$ cat config.mk
export PLATFORM = sky130hd
export DESIGN_NAME = alu_shift_seq
export DESIGN_NICKNAME = d
export VERILOG_FILES = /design/src/rtl/alu_shift_pkg.sv /design/src/rtl/alu_shift_group.sv /design/src/rtl/alu_shift_seq.sv
export SDC_FILE = /design/constraint.sdc
export NUM_CORES = 1
export LEC_CHECK = 0
export CAP_MARGIN = 20
export CELL_PAD_IN_SITES_DETAIL_PLACEMENT = 0
export CELL_PAD_IN_SITES_GLOBAL_PLACEMENT = 2
export CORE_MARGIN = 3
export CORE_UTILIZATION = 36
export DETAILED_ROUTE_END_ITERATION = 16
export PLACE_DENSITY_LB_ADDON = 0.3
export SLEW_MARGIN = 25
export SYNTH_ARGS = -nofsm -noshare
export SYNTH_HDL_FRONTEND = slang
export SYNTH_SLANG_ARGS = --single-unit
$ cat constraint.sdc
create_clock -name clk -period 7.3 [get_ports clk]
set_input_delay 0.73 -clock clk [delete_from_list [all_inputs] [get_ports clk]]
set_output_delay 0.73 -clock clk [all_outputs]
set_load 0.005 [all_outputs]
$ cat src/rtl/alu_shift_pkg.sv
// Shared definitions for the multi-cycle shift/rotate unit. The ALU decode
// and the bench use these as well.
//   op codes      : SHR, SHRA, SHL, ROR, ROL (5..7 illegal)
//   state codes   : IDLE, BUSY, DONE
//   clog2()       : constant-foldable ceil(log2) used to size stages/counters
package alu_shift_pkg;

  typedef logic [2:0] op_t;

  localparam op_t OP_SHR  = 3'd0;
  localparam op_t OP_SHRA = 3'd1;
  localparam op_t OP_SHL  = 3'd2;
  localparam op_t OP_ROR  = 3'd3;
  localparam op_t OP_ROL  = 3'd4;

  localparam logic [1:0] ST_IDLE = 2'd0;
  localparam logic [1:0] ST_BUSY = 2'd1;
  localparam logic [1:0] ST_DONE = 2'd2;

  function automatic int clog2(input int v);
    int r;
    r = 0;
    for (int i = 0; i < 31; i++) begin
      if ((1 << i) < v) r = i + 1;
    end
    return r;
  endfunction

endpackage

$ cat src/rtl/alu_shift_group.sv
// One group of barrel stages, purely combinational. The top feeds the work
// register through this block once per clock; input g selects which stages
// (k with k/SPC == g) are active this cycle. Stage k moves by 2^k when
// count[k] is set, and active stages are applied in ascending k.
//   data   : current work value
//   count  : shift amount, low log2(WIDTH) bits
//   op     : operation code
//   fill   : bit shifted in from the top for right shifts (sign for SHRA)
//   g      : group index
//   result : data after this group's stages
module alu_shift_group
  import alu_shift_pkg::*;
#(
  parameter int WIDTH = 32,
  parameter int SPC   = 1,
  localparam int L    = clog2(WIDTH),
  localparam int G    = (L + SPC - 1) / SPC,
  localparam int GW   = (G > 1) ? clog2(G) : 1
) (
  input  logic [WIDTH-1:0] data,
  input  logic [L-1:0]     count,
  input  op_t              op,
  input  logic             fill,
  input  logic [GW-1:0]    g,
  output logic [WIDTH-1:0] result
);

  logic [WIDTH-1:0] stage_d;

  always_comb begin
    stage_d = data;
    for (int k = 0; k < L; k++) begin
      if ((g == GW'(k / SPC)) && count[k]) begin
        case (op)
          OP_SHR, OP_SHRA:
            stage_d = (stage_d >> (1 << k)) |
                      ({WIDTH{fill}} & ~({WIDTH{1'b1}} >> (1 << k)));
          OP_SHL:
            stage_d = stage_d << (1 << k);
          OP_ROR:
            stage_d = (stage_d >> (1 << k)) | (stage_d << (WIDTH - (1 << k)));
          OP_ROL:
            stage_d = (stage_d << (1 << k)) | (stage_d >> (WIDTH - (1 << k)));
          default:
            stage_d = stage_d;
        endcase
      end
    end
    result = stage_d;
  end

endmodule

$ cat src/rtl/alu_shift_seq.sv
// Multi-cycle shift/rotate unit (SHR, SHRA, SHL, ROR, ROL) with a
// start/busy/done handshake. Works through log2(WIDTH) barrel stages,
// STAGES_PER_CYCLE per clock, via a single alu_shift_group fed back through
// the work register. The result register holds until the next final edge.
//   clk, rst_n : clock, synchronous active-low reset
//   start      : request, honoured only in IDLE or DONE
//   op, a, b   : operation, operand, unsigned count (sampled on accept only)
//   busy       : high while an operation is in flight
//   done       : one-cycle result-valid pulse
//   c, z       : registered result and (c == 0)
//   op_err     : registered, set with done when op was illegal
//
// state | meaning
// IDLE  | waiting for start
// BUSY  | applying one stage group per clock
// DONE  | result valid for one cycle; start here is accepted back-to-back
module alu_shift_seq
  import alu_shift_pkg::*;
#(
  parameter int WIDTH            = 32,
  parameter int STAGES_PER_CYCLE = 1
) (
  input  logic             clk,
  input  logic             rst_n,
  input  logic             start,
  input  logic [2:0]       op,
  input  logic [WIDTH-1:0] a,
  input  logic [WIDTH-1:0] b,
  output logic             busy,
  output logic             done,
  output logic [WIDTH-1:0] c,
  output logic             z,
  output logic             op_err
);

  localparam int L  = clog2(WIDTH);
  localparam int G  = (L + STAGES_PER_CYCLE - 1) / STAGES_PER_CYCLE;
  localparam int GW = (G > 1) ? clog2(G) : 1;

  logic [1:0]       state;
  logic [GW-1:0]    g_cnt;
  logic [WIDTH-1:0] work;
  logic [L-1:0]     cnt;
  op_t              op_r;
  logic             fill_r;
  logic             sat_r;

  logic [WIDTH-1:0] grp_out;
  logic [WIDTH-1:0] final_c;
  logic             accept;
  logic             last_grp;
  logic             is_shift;
  logic             legal;

  alu_shift_group #(
    .WIDTH (WIDTH),
    .SPC   (STAGES_PER_CYCLE)
  ) u_group (
    .data   (work),
    .count  (cnt),
    .op     (op_r),
    .fill   (fill_r),
    .g      (g_cnt),
    .result (grp_out)
  );

  assign accept   = start && ((state == ST_IDLE) || (state == ST_DONE));
  assign last_grp = (g_cnt == GW'(G - 1));
  assign busy     = (state == ST_BUSY);
  assign done     = (state == ST_DONE);

  // Counts of WIDTH or more saturate shifts to all-fill; rotates just use
  // the low L count bits, i.e. count mod WIDTH.
  always_comb begin
    is_shift = (op_r == OP_SHR) || (op_r == OP_SHRA) || (op_r == OP_SHL);
    legal    = (op_r <= OP_ROL);
    if (!legal)
      final_c = '0;
    else if (is_shift && sat_r)
      final_c = {WIDTH{fill_r}};
    else
      final_c = grp_out;
  end

  always_ff @(posedge clk) begin
    if (!rst_n) begin
      state  <= ST_IDLE;
      g_cnt  <= '0;
      work   <= '0;
      cnt    <= '0;
      op_r   <= OP_SHR;
      fill_r <= 1'b0;
      sat_r  <= 1'b0;
      c      <= '0;
      z      <= 1'b1;
      op_err <= 1'b0;
    end else if (accept) begin
      op_r   <= op;
      work   <= a;
      cnt    <= b[L-1:0];
      sat_r  <= |b[WIDTH-1:L];
      fill_r <= (op == OP_SHRA) && a[WIDTH-1];
      g_cnt  <= '0;
      state  <= ST_BUSY;
    end else begin
      case (state)
        ST_BUSY: begin
          work <= grp_out;
          if (last_grp) begin
            c      <= final_c;
            z      <= (final_c == '0);
            op_err <= !legal;
            state  <= ST_DONE;
          end else begin
            g_cnt <= g_cnt + 1'b1;
          end
        end
        default: state <= ST_IDLE;
      endcase
    end
  end

endmodule
* Word-level counts from Yosys, hierarchy flattened
Index checks and enable logic that the tools add are counted.
Word-level totals: bits in writable memories 0, word-level logic and storage cells 84, memory bits (read-only) 0, memories 0, output and inout port bits 36, bits in latches 0, flip-flop bits (word level) 81
Operators by class: divide/modulo/power cells 0, bitwise logic cells 18, multipliers 0, reductions and logical operators 24, $add $sub $neg 1, eq/ne operators 12, shift-type cells 0, muxes and demuxes 17, $lt $le $gt $ge 1
Operators by type and width (number):
- one-hot mux 32 bit (4 select lines) | 4
- 2-to-1 mux 32 bit | 9
- one-hot mux 32 bit (3 select lines) | 1
- OR 16 x 32 -> 32 bit | 2
- OR 24 x 32 -> 32 bit | 2
- OR 28 x 32 -> 32 bit | 2
- OR 30 x 32 -> 32 bit | 2
- OR 31 x 32 -> 32 bit | 2
- zero test 32 bit | 1
- OR 32 x 1 -> 32 bit | 1
- OR 32 x 2 -> 32 bit | 1
- OR 32 x 4 -> 32 bit | 1
- OR 32 x 8 -> 32 bit | 1
- OR reduction 27 bit | 1
- == test 3 x 2 -> 1 bit (second input constant) | 4
- == test 3 x 1 -> 1 bit (second input constant) | 3
- logical AND 1 bit | 8
- == test 3 bit (second input constant) | 2
- zero test 3 bit | 2
- OR reduction 2 bit | 3
- NOT 1 bit | 4
- adder 3 x 1 -> 3 bit (second input constant) | 1
- less-or-equal comparator 3 bit (second input constant) | 1
- logical OR 1 bit | 3
- other kinds (10) | 12

* Longest topological paths before layout
Gate-level depths: netlist of the first run.
depth in word-level cells 19, depth in mapped cells 17

* Cells and area by module
From an unflattened synthesis of the first run, not the netlist that was laid out.
Second synthesis, totals: cell total of the unflattened synthesis 1056, area total of the unflattened synthesis 7329.5 µm²
Modules (own cells, without submodules):
- alu_shift_group | cells an instance 656, area an instance 3941.3 µm², instances 1
- alu_shift_seq | cells an instance 400, area an instance 3388.2 µm², instances 1

* Worst setup path before layout of the first run
Ideal clock, no wire load.
kind reg2reg, start reg g_cnt[0], end reg z, period minus slack after synthesis 3295 ps, stages on the path, launching flop included 14, data arrival time 3226 ps, slack 4005 ps, cells stage by stage dfxtp_1 inv_1 ha_1 nand3b_4 a2111o_1 a221oi_2 nor2_1 a211o_1 and4_1 or3_4 or4b_1 nor4_2 nand4_1 o21ai_1
Between the ends: word-level cells in the longest chain between the ends 18
RTL lines:
- from (decl) | line alu_shift_seq.sv:41 | logic [GW-1:0] g_cnt;
- from (signal assigned) | line alu_shift_seq.sv:115 | g_cnt <= g_cnt + 1'b1;
- zero test 3 bit | line alu_shift_group.sv:33 | if ((g == GW'(k / SPC)) && count[k]) begin
- logical AND 1 bit | line alu_shift_group.sv:33
- 2-to-1 mux 32 bit | line alu_shift_group.sv:33
- OR 32 x 2 -> 32 bit (tied with other cells) | line alu_shift_group.sv:43 | stage_d = (stage_d << (1 << k)) | (stage_d >> (WIDTH - (1 << k)));
- one-hot mux 32 bit (4 select lines) | line alu_shift_group.sv:34 | case (op)
- 2-to-1 mux 32 bit | line alu_shift_group.sv:33
- OR 32 x 4 -> 32 bit (tied with other cells) | line alu_shift_group.sv:43
- one-hot mux 32 bit (4 select lines) | line alu_shift_group.sv:34
- [... 2 more ...]
- one-hot mux 32 bit (4 select lines) | line alu_shift_group.sv:34
- 2-to-1 mux 32 bit | line alu_shift_group.sv:33
- OR 16 x 32 -> 32 bit (on tied branches) | line alu_shift_group.sv:41, alu_shift_group.sv:43, alu_shift_group.sv:36
- one-hot mux 32 bit (3 select lines) | line alu_shift_group.sv:34
- 2-to-1 mux 32 bit | line alu_shift_group.sv:33
- 2-to-1 mux 32 bit | line alu_shift_seq.sv:79 | else if (is_shift && sat_r)
- 2-to-1 mux 32 bit | line alu_shift_seq.sv:77 | if (!legal)
- zero test 32 bit | line alu_shift_seq.sv:111 | z <= (final_c == '0);
- to (signal assigned) | line alu_shift_seq.sv:111
- to (decl) | line alu_shift_seq.sv:32 | output logic z,
Parallel ways exist; a longest one is shown, timed or not. A chain may end at the register's enable or synchronous reset.

* Worst setup path in the final report of the first run
start reg op_r[0], end reg c[26]
Between the ends: word-level cells in the longest chain between the ends 18
RTL lines:
- from (decl) | line alu_shift_seq.sv:44 | op_t op_r;
- from (signal assigned) | line alu_shift_seq.sv:98 | op_r <= op;
- == test 3 x 1 -> 1 bit / zero test 3 bit (equally long branches) | line alu_shift_group.sv:34, alu_shift_seq.sv:75
- OR reduction 2 bit | line alu_shift_group.sv:34
- one-hot mux 32 bit (4 select lines) | line alu_shift_group.sv:34
- 2-to-1 mux 32 bit | line alu_shift_group.sv:33
- OR 32 x 2 -> 32 bit (tied with other cells) | line alu_shift_group.sv:43
- one-hot mux 32 bit (4 select lines) | line alu_shift_group.sv:34
- 2-to-1 mux 32 bit | line alu_shift_group.sv:33
- OR 32 x 4 -> 32 bit (tied with other cells) | line alu_shift_group.sv:43
- [... 2 more ...]
- OR 32 x 8 -> 32 bit (tied with other cells) | line alu_shift_group.sv:43
- one-hot mux 32 bit (4 select lines) | line alu_shift_group.sv:34
- 2-to-1 mux 32 bit | line alu_shift_group.sv:33
- OR 16 x 32 -> 32 bit | line alu_shift_group.sv:41, alu_shift_group.sv:43
- one-hot mux 32 bit (3 select lines) | line alu_shift_group.sv:34
- 2-to-1 mux 32 bit | line alu_shift_group.sv:33
- 2-to-1 mux 32 bit | line alu_shift_seq.sv:79
- 2-to-1 mux 32 bit * | line alu_shift_seq.sv:77
- to (signal assigned) | line alu_shift_seq.sv:110 | c <= final_c;
- to (decl) | line alu_shift_seq.sv:31 | output logic [WIDTH-1:0] c,
Mark *: on every way between the ends. The rest lies on a longest branch, timed or not.

==> metrics, run 1 <==
FF/Latch Area=between 1500 and 2000 um2; Ys Warns=0; die area=about 27000 um2; Post-Syn Area=8980 um2; sequential area share after synthesis=18.1%; R2R Path Start=op_r[0]; post-cts resize count=0; total grt overflow=0; status=finished, final reports clean; Worst Hold Launch=c[6]; RSZ-0062 raised after global routing=false; FF+latch count, synth=81; Rows=57; H-tree Lvls=3; combinational share of power=roughly two fifths; FMAX=190 MHz; final count of hold timing violations=0; Tot GR Track Use=39.5%; total setup buffers inserted after CTS=0; initial DRC count=1551; post-route clock skew=0.0101 ns; Residual DRC=0; P_int=936 uW; CTS tree=done; TNS Setup=0 ns; cell area after layout=10300 um2; dpl hpwl=40000 um; Max Fanout on Critical Path=39; IO Port Bufs=105; Starting Density=between 30 and 40%; R2R cell count=11; Rel. slew slack=22.8%; Post-synth EDFFs=0; average instance area after synthesis=7.18 um2; synth top area cells=dfxtp_1 (18%), nand2_1 (5.7%), o211ai_1 (5.4%), o21ai_0 (5.1%), a21boi_0 (4.7%); Hold Path Stages=2; critical path endpoint category=register; area share of the largest cell type after synthesis=18.1%; Max Cap Viol=0; global-route wire length before repair=77400 um; P_leak=roughly 3.2 nW; power per cell area=162 nW/um2; RePlAce Congestion=1.02; core area=24400 um2; main flop type after synthesis=dfxtp_1; Worst-path clk slew=0.06 ns; final worst path period share=72.2%; sequential share of power=30.7%; Least-Margin Pin Slew=1.15 ns; largest net degree at the start of global routing=80; Max rail drop VDD=0.116 mV; Routed Antenna Nets=0; multi-input logic area=6590 um2; dpl cell area=9980 um2; Boundary Pins=106; fraction of synthesis flops using an asynchronous set or reset pin=0%; worst r2r dst=c[26]; Die H=164 um; sw frac=44.0%; wirelength, routed=53800 um; root buf cell=clkbuf_16; nets=1353; DR vias/cell=7.22; initial antenna violation count=1; CTS Buf Count=9; # setup viols final=0; DRT Pass-1 Iters=7; Clock Power Share=27.7%; Hold-fix buffers, CTS=0; die width=about 160 um; Clock Path Buffers=2; total power=1.67 mW; routed via count=approximately 12000; WHS Endpoint=c[6]; ratio of cells with drive above 1 in the final layout=under 10%; Psw=736 uW; Synth Net Count=roughly 1300; CTS sink cnt=81; Final Max Slew Viols=0; wire per inst=33.5 um; Synth Instances=1251; area delta synth->final=14.9%; distinct cell type count after synthesis=99; Worst Path Arrival=5.54 ns; Crit Path Category=reg -> reg; clk_lat worst skew=0.35 ns; fillers=roughly 2700; HP Class=reg -> reg; vias in the first global route=roughly 11000; worst reg-to-reg setup slack=2.03 ns; Required @ worst endpoint=7.56 ns; Period minus WS final=5.27 ns; post-synth top area cell=dfxtp_1; Critical Path Source Type=register
## cell usage in the layout, fill, tap and decap left out, drive strengths merged, types with 6 or more instances in the layout
cell type	netlist	layout
a221oi	10	10
a21o	9	9
nand2b	35	35
nor4	20	20
nand4	6	6
o21a	7	7
a21boi	59	59
clkbuf	54	11
a311oi	8	8
a2111oi	6	6
and2	16	16
nand3b	6	6
or3	10	10
a22oi	42	42
o211ai	64	64
a21oi	67	67
a211o	9	9
o311ai	8	8
o21ai	101	101
clkdlybuf4s50	0	104
dfxtp	81	81
o2111ai	7	7
inv	29	30
a211oi	61	61
nor3	30	30
nor2	65	65
o31a	6	6
o221ai	13	13
o31ai	8	8
o32ai	25	25
nor2b	15	15
o22ai	30	30
nand2	138	138
buf	67	32
a31oi	22	22
nand3	30	30
## worst max-delay path: stages (launching register included)
cell      delay (ns)
dfxtp_1         0.65
buf_4           0.42
and2b_2         0.55
o32ai_1         0.86
o21ai_0         0.45
o311ai_0        0.63
o22ai_1         0.34
o221ai_1        0.35
a31oi_1         0.13
a21oi_1         0.39
o211ai_1        0.17
a21boi_0        0.24
## cells in the mapped netlist, drive strengths merged, types with 6 or more instances
master / instances
inv: 29
and2: 16
nor3: 30
nand2: 138
o31a: 6
o2111ai: 7
nor2b: 15
nand3b: 6
o211ai: 64
a311oi: 8
o311ai: 8
a211o: 9
a22oi: 42
nor2: 65
o21ai: 101
buf: 67
o31ai: 8
dfxtp: 81
a221oi: 10
or3: 10
a21boi: 59
nand3: 30
clkbuf: 54
a2111oi: 6
a211oi: 61
o21a: 7
nand4: 6
o22ai: 30
nand2b: 35
a21oi: 67
a31oi: 22
o221ai: 13
o32ai: 25
a21o: 9
nor4: 20
## cell families after synthesis
family / after synthesis / synth area share [%]
AOI/OAI and AO/OA: 609 / 48.8
and+or+nand+nor: 395 / 22.2
buffers and inverters: 152 / 9.21
DFF: 81 / 18.1
muxes: 5 / 0.557
adders and majority gates: 5 / 0.697
xor gates and xnor gates: 4 / 0.474
## worst max-delay path by stage
stage	endpoint	slack (ns)	start	depth (start not counted)
floorplan	z	4.00	g_cnt[0]	13
global placement	c[26]	2.22	op_r[0]	11
detailed placement	c[26]	2.26	op_r[0]	11
CTS	c[26]	2.21	op_r[0]	11
global route	z	1.91	op_r[1]	11
finish	c[26]	2.03	op_r[0]	11
## through the flow
step	hold WS [ns]	cells	setup slack [ns]	util [%]
after floorplan	0.447	1251	4.00	-
after global placement	0.442	1589	2.22	40.9
after detailed placement	0.451	1589	2.26	40.9
after CTS	0.463	1605	2.21	42.2
after global routing	0.482	1607	1.91	42.3
final	0.461	1608	2.03	42.3
## sequential cells by signal, summed over array words and instances, names as in the netlist
name	cells
cnt	5
c	32
op_err	1
work	32
g_cnt	3
op_r	3
state	2
z	1
sat_r	1
fill_r	1
## power groups by stage
stage / Sequential (mW) / Clock [mW] / Combinational (mW)
after global routing: 0.511 / 0.488 / 0.722
after CTS: 0.508 / 0.471 / 0.653
after floorplan: 0.486 / 0 / 0.411
after global placement: 0.518 / 0 / 0.660
after detailed placement: 0.517 / 0 / 0.651
final: 0.513 / 0.463 / 0.696
## routing by layer
| layer | vias to the layer above | global-route usage (%) | wire, um |
|---|---|---|---|
| li1 | 4947 | - | - |
| met1 | 5615 | 48.0 | 21200 |
| met2 | 804 | 58.6 | 22400 |
| met3 | 249 | 13.0 | 5380 |
| met4 | 0 | 27.5 | 4830 |
| met5 | - | 0 | 0 |
## layout make-up
| class | instances | area share, % |
|---|---|---|
| inverter | 31 | 1.13 |
| timing repair buffer | 137 | 12.5 |
| antenna | 1 | 0.0243 |
| multi-input combinational | 1018 | 63.8 |
| clock buffer | 10 | 2.22 |
| sequential | 81 | 15.7 |
| tap | 324 | 3.93 |
| clock inverter | 6 | 0.655 |
Note: power is estimated with default switching activity, not from simulation.
==> run 2, diff against run 1 <==
--- a/config.mk
+++ b/config.mk
@@ -9,7 +9,7 @@
 export CELL_PAD_IN_SITES_DETAIL_PLACEMENT = 0
 export CELL_PAD_IN_SITES_GLOBAL_PLACEMENT = 2
 export CORE_MARGIN = 3
-export CORE_UTILIZATION = 36
+export CORE_UTILIZATION = 33
 export DETAILED_ROUTE_END_ITERATION = 16
 export PLACE_DENSITY_LB_ADDON = 0.3
 export SLEW_MARGIN = 25
==> constraint.sdc (replaced) <==
create_clock -name clk -period 5.15 [get_ports clk]
set_input_delay 0.515 -clock clk [delete_from_list [all_inputs] [get_ports clk]]
set_output_delay 0.515 -clock clk [all_outputs]
set_load 0.005 [all_outputs]
==> run 2 against run 1 <==
Routed wire length shrank 2.4%. Register-to-register slack worse by 1.6 ns. Die area rose by 8.8%. Sequential share of layout area decreased by 0.60 points. Global-route usage shrank 4.4 points. Power up 48%. Critical path type unchanged. Highest routed layer unchanged.
==> metrics, run 2 (synthesis gave the netlist of run 1 again) <==
status=finished, final reports clean; most common cell after layout, fill and taps aside=nand2_1; Tot GR Track Use=35.1% (-4.4 points); initial DRC count=1423 (-8.3%); busiest grt layer=met2; CTS Buf Count=9 (unchanged); RSZ-0062 raised after global routing=false; core area=26400 um2 (+8.4%); Critical Path Source=op_r[1]; Starting Density=34.0% (-2.8 points); RePlAce Congestion=1.07 (+4.4%); final worst path period share=90.9% (+19 points); vias in the first global route=11200 (+2.0%); wire per inst=31.6 um (-5.5%); Max Cap Viol=0 (unchanged); power per cell area=230 nW/um2 (+42%); CTS sink cnt=81 (unchanged); Required @ worst endpoint=5.43 ns (-2.13 ns); Crit Path Category=reg -> reg; ratio of cells with drive above 1 in the final layout=10.2% (+2.8 points); final count of hold timing violations=0 (unchanged); cell area after layout=10700 um2 (+4.0%); Worst path max stage delay=0.90 ns (+0.04 ns); crit path cell chain=xnor2_2 -> nor2_2 -> buf_4 -> nand3b_1 -> a211oi_1 -> o21ai_0 -> a31oi_1 -> a22oi_1 -> or4b_1 -> nor4_2 -> nand4_1 -> o21ai_1; DRT Pass-1 Iters=6 (-1); wirelength, routed=52600 um (-2.4%); GR Util met1=46.9% (-1.1 points); Largest regs=c: 32 flops, work: 32 flops, cnt: 5 flops; M3 GR Usage=5.31% (-7.7 points); Rows=59 (+3.5%); total grt overflow=0 (unchanged); Hold-fix buffers, CTS=0 (unchanged); placed cells=1645 (+3.5%); post-cts resize count=0 (unchanged); FMAX=214 MHz (+13%); Clock Path Buffers=2 (unchanged); IO Port Bufs=105 (unchanged); worst reg-to-reg setup slack=0.47 ns (-1.56 ns); P_leak=3.44 nW (+7.8%); total power=2.47 mW (+48%); Boundary Pins=106 (unchanged); R2R Path Start=op_r[1]; hold slack=0.464 ns (+0.00268 ns); post-layout util=40.6% (-1.7 points); HP Class=reg -> reg; area delta synth->final=19.5%; Setup WS post-layout=0.466 ns (-1.56 ns); routed via count=11600 (-0.11%); clk_lat worst skew=0.34 ns (about the same); Layout Cells excl Fill=1661 (+3.3%); Max Fanout on Critical Path=18 (-54%); # setup viols final=0 (unchanged); dpl cell area=10400 um2 (+4.0%); Worst Path Arrival=4.96 ns (-0.58 ns); post-route clock skew=0.0102 ns (+0.000110 ns); Place WS=0.671 ns (-1.59 ns); nets=1396 (+3.2%); Residual DRC=0 (unchanged); Hold Path Stages=2 (unchanged); CTS tree=done; die width=171 um (+4.3%); DR vias/cell=6.98 (-3.3%); largest net degree at the start of global routing=46 (-43%); Critical Path Source Type=register; commonest non-fill, non-tap cells in the layout=nand2_1 (137), clkdlybuf4s50_1 (104), o21ai_0 (90); Least-Margin Pin Slew=1.11 ns (-0.0332 ns); dpl hpwl=40500 um (+1.5%); critical path endpoint category=register; TNS Setup=0 ns (unchanged); R2R cell count=12 (+1); Rel. slew slack=25.1% (+2.3 points); die area=29200 um2 (+8.8%); global-route wire length before repair=76300 um (-1.3%); root buf cell=clkbuf_16; Max rail drop VDD=0.147 mV (+27%); initial antenna violation count=0 (-1); Setup crit end=z; Worst-path clk slew=0.07 ns (about the same); Period minus WS final=4.68 ns (-0.590 ns); total setup buffers inserted after CTS=0 (unchanged); met2 Track Usage GR=53.0% (-5.6 points); Max stage delay cell, worst path=xnor2_2; worst r2r dst=z; H-tree Lvls=3 (unchanged); Die H=171 um (+4.3%); Routed Antenna Nets=0 (unchanged); Final Max Slew Viols=0 (unchanged)
run 2: cell type report:
cell class	count	area [um2]
antenna	1	2.50
sequential	81	1620
timing repair buffer	180	1660
clock inverter	5	104
clock buffer	10	239
fill	2834	15700
tap	335	419
inverter	31	116
multi-input combinational	1018	6570
run 2: per-layer routing:
| metal | routed length, um | share of wire [%] |
|---|---|---|
| met1 | 21300 | 40 |
| met2 | 22200 | 42 |
| met3 | 5180 | 9.9 |
| met4 | 3890 | 7.4 |
| met5 | 0 | 0 |
run 2: worst min path at each step:
stage | endpoint | from | slack [ns]
floorplan | c[6] | c[6] | 0.45
global placement | c[11] | c[11] | 0.44
detailed placement | c[11] | c[11] | 0.46
CTS | c[13] | c[13] | 0.47
global route | c[16] | c[16] | 0.49
finish | c[5] | c[5] | 0.46
run 2: power breakdown:
group / internal (mW) / switching, mW / total, mW
combinational: 0.325 / 0.674 / 0.999
sequential: 0.655 / 0.0678 / 0.722
clock: 0.484 / 0.265 / 0.750
total: 1.46 / 1.01 / 2.47
run 2: critical path: cells and delay by family (launching register included):
kind	cells	cell delay, ns
buf+inv	1	0.27
compound gates	5	1.53
xor+xnor	1	0.90
simple gates	5	1.34
flops	1	0.56
